==> src/rtl/prbs_checker_sat_cnt.sv <==
// sat_cnt: saturating up-counter; clear wins over hold, clear plus increment loads 1
module sat_cnt #(
    parameter int W = 16
) (
    input  logic         clk,
    input  logic         rst,
    input  logic         i_clr,
    input  logic         i_inc,
    output logic [W-1:0] o_cnt
);
    logic [W-1:0] r_cnt;
    // count up, stick at all-ones, clear to 0 or 1
    always_ff @(posedge clk) begin
        if (rst) r_cnt <= '0;
        else if (i_clr) r_cnt <= {{(W-1){1'b0}}, i_inc};
        else if (i_inc && !(&r_cnt)) r_cnt <= r_cnt + 1'b1;
    end
    assign o_cnt = r_cnt;
endmodule

==> config.mk <==
export PLATFORM = sky130hd
export DESIGN_NAME = sat_cnt
export DESIGN_NICKNAME = d
export VERILOG_FILES = /design/src/rtl/prbs_checker_sat_cnt.sv
export SDC_FILE = /design/constraint.sdc
export NUM_CORES = 1
export LEC_CHECK = 0
export BUFFER_PORTS_ARGS = -buffer_cell sky130_fd_sc_hd__clkbuf_2
export CAP_MARGIN = 10
export CORE_MARGIN = 4
export CORE_UTILIZATION = 46
export CTS_CLUSTER_SIZE = 28
export DETAILED_ROUTE_END_ITERATION = 12
export GPL_TIMING_DRIVEN = 0
export HOLD_SLACK_MARGIN = 0.12
export PLACE_DENSITY = 0.83
export SLEW_MARGIN = 10
export SYNTH_ARGS = -nofsm -noshare
export SYNTH_HDL_FRONTEND = slang
export SYNTH_SLANG_ARGS = --single-unit
==> constraint.sdc <==
create_clock -name clk -period 1.45 [get_ports clk]
set_input_delay 0.3625 -clock clk [delete_from_list [all_inputs] [get_ports clk]]
set_output_delay 0.3625 -clock clk [all_outputs]
set_load 0.02 [all_outputs]
==> results.md <==
- Final core utilization: ~75%
- Share of cells above drive strength 1: between 50 and 60%
- Slew Viols, Final: 0
- Layout area overhead: 50.3%
- Post-synth EDFFs: 0
- Crit. Startpoint: o_cnt[0]
- Status: finished with violations
- Gpl congestion: approximately 0.8
- Final setup margin: -0.239 ns
- Layout Nets: 151
- Overflow after GRT: 0
- Number of synthesized register bits: 16
- Top FF cell, synth: dfxtp_1
- Synth warn: 0
- Syn Area/Cell: roughly 8.5 um^2
- Routed length per placed instance: 18.0 um
- CP Data Required Time: between 1.5 and 2 ns
- Sequential share of the synthesized area: a little over a third
- Final hold violations: 0
- Worst-margin pin slew: slightly above 0.6 ns
- Synthesized net count: 109
- Clock Latency Late Sink: approximately 0.30 ns
- Max Root-Sink Buffers: 2
- Worst Setup Path Type: reg2reg
- Crit Path Max Fanout: 4
- Number of diodes: 0
- DR vias: about 1100
- Number of global-route vias before repair: 936
- RSZ-0062 raised after global routing: true
- Worst-path clk slew: ~0.1 ns
- Pwr Density: ~620 nW/um^2
- Area of placed instances: 1060 um^2
- IO Port Bufs: 19
- Syn Inst Count: approximately 100
- Max Freq: between 500 and 600 MHz
- CTS root buffer: clkbuf_4
- Die X: a little over 50 um
- GRT Resource Usage Total: 22.1%
- CORE AREA: roughly 1800 um^2
- WP data arrival: about 1.9 ns
- Post-route cell area: approximately 1300 um^2
- Hold path startpoint: rst
- Most common library cells after synthesis: dfxtp_1 (16), a21oi_1 (11), nand2_1 (8)
- Largest net degree at the start of global routing: 11
- Asr flop ratio synth: 0%
- Most common cell in the netlist: dfxtp_1
- Chip height: slightly above 50 um
- Largest area contributor in the netlist: dfxtp_1
- Leak: around 0.52 nW
- Io pins: 20
- Startpoint type of the worst setup path: flop
- Initial antenna violation count: 0
- Pre-antenna DRT Iters: 4
- CTS buffer count: 3
- Failing checks: negative setup slack
- Core Rows: 15
- Starting Density: between 40% and 50%
- Tmin final: 1.69 ns
- Yosys top cell area share: about 36%
- H-tree Lvls: 1
- Final wirelength: about 3000 um
- Vias/cell: around 6.4
- Maximum vdd drop: roughly 0.0006 V
- Worst setup EP type: flop
- Mapped cell area: 886 um^2
- Iter 0 DRT Violations: 60
- Worst slew margin: between 50% and 60%
- HP Class: in2reg
- Global-route wire length before repair: roughly 4400 um
- Post-route ant nets: 0
- RR Startpoint: o_cnt[0]
- Max reg flops: 16
- TritonCTS clock tree: built
- Dpl hpwl: between 1500 and 2000 um
- Die area: 2690 um^2
- Setup-failing EPs final: 15
- Clk sinks: 16
- Yosys cell types: 38
- Residual DRC: 0
- Fin crit share: 117%
- Clock Skew: 0.00145 ns
- Synth area leaders: dfxtp_1 (36%), a21oi_1 (6.2%), nand4_1 (4.2%)
- Number of max-cap violations: 0
==> layout make-up <==
| class | count | area [um^2] |
|---|---|---|
| multi-input cells | 83 | 636 |
| fillers | 123 | 452 |
| flip-flops and latches | 16 | 363 |
| repair buffers | 37 | 241 |
| clock buffers | 4 | 36.3 |
| well taps | 25 | 31.3 |
| plain buffers | 3 | 16.3 |
| inverters | 2 | 7.51 |
==> cells by family (layout without fill, tap and decap cells) <==
family                   Yosys count  after routing  synth area share [%]
AO/OA/AOI/OAI                     31             31                  25.8
adder cells (fa/ha/maj)            1              1                  1.41
buffers and inverters              5             46                  2.40
flip-flops                        16             16                  36.2
multiplexers                       3              3                  3.39
AND/OR/NAND/NOR                   48             48                  30.8
==> report_power, final <==
group          internal [W]  switching, W
Sequential         0.000428    0.00000584
Combinational     0.0000376     0.0000480
Clock              0.000154      0.000159
==> timing repair <==
| action | in CTS | in global routing |
|---|---|---|
| buffers inserted | 15 | 3 |
| gates resized for setup | 11 | 16 |
| hold buffers | 0 | 0 |
| pin swaps | 14 | 10 |
| endpoints found under the hold margin | 0 | 0 |
| setup endpoints to repair | 13 | 16 |
==> final timing paths <==
path / endpoint / slack (ns) / depth (start not counted)
max reg2reg: o_cnt[7] / -0.24 / 6
min reg2reg: o_cnt[14] / 0.49 / 1
max: o_cnt[7] / -0.24 / 6
min: o_cnt[0] / 0.24 / 2
==> layout by cell type (no fill, tap or decap), drive strengths merged, types with 2 or more instances in the layout <==
cell	synthesis	final
buf	1	20
a31oi	2	2
inv	2	2
dfxtp	16	16
nand4	6	6
o21ai	2	2
or4	3	3
a21oi	11	11
o21a	3	3
clkbuf	2	24
or3	5	5
o41ai	2	2
and4	2	2
nor2	7	7
nand3	9	9
o31ai	5	5
mux2i	3	3
or2	2	2
nand2	9	9
==> worst max-delay path, cell delays in order, from the launching register on <==
cell and delay (ns):
dfxtp_4 0.38, ha_4 0.17, nand4_1 0.20, o41ai_4 0.09, buf_4 0.16, or4_4 0.48
a21oi_2 0.12
==> metal layers <==
metal  GRT usage [%]  vias to the layer above  wire (um)
met4            11.8                        0        124
met1            27.3                      510       1160
li1                -                      493          -
met3            3.72                       16        253
met5               0                        -          0
met2            36.2                       73       1520
==> stage by stage <==
step / hold WS [ns] / instances / power [W] / setup TNS [ns] / setup WS [ns]
4_1_cts: 0.249 / 167 / 0.000809 / -0.957 / -0.148
3_3_place_gp: 0.457 / 148 / 0.000499 / -1.95 / -0.266
3_5_place_dp: 0.480 / 148 / 0.000502 / -2.45 / -0.319
2_1_floorplan: 0.422 / 104 / 0.000482 / -0.959 / -0.144
5_1_grt: 0.250 / 170 / 0.000851 / -2.99 / -0.283
6_report: 0.241 / 170 / 0.000832 / -2.20 / -0.239
(Power assumes the default switching activity.)
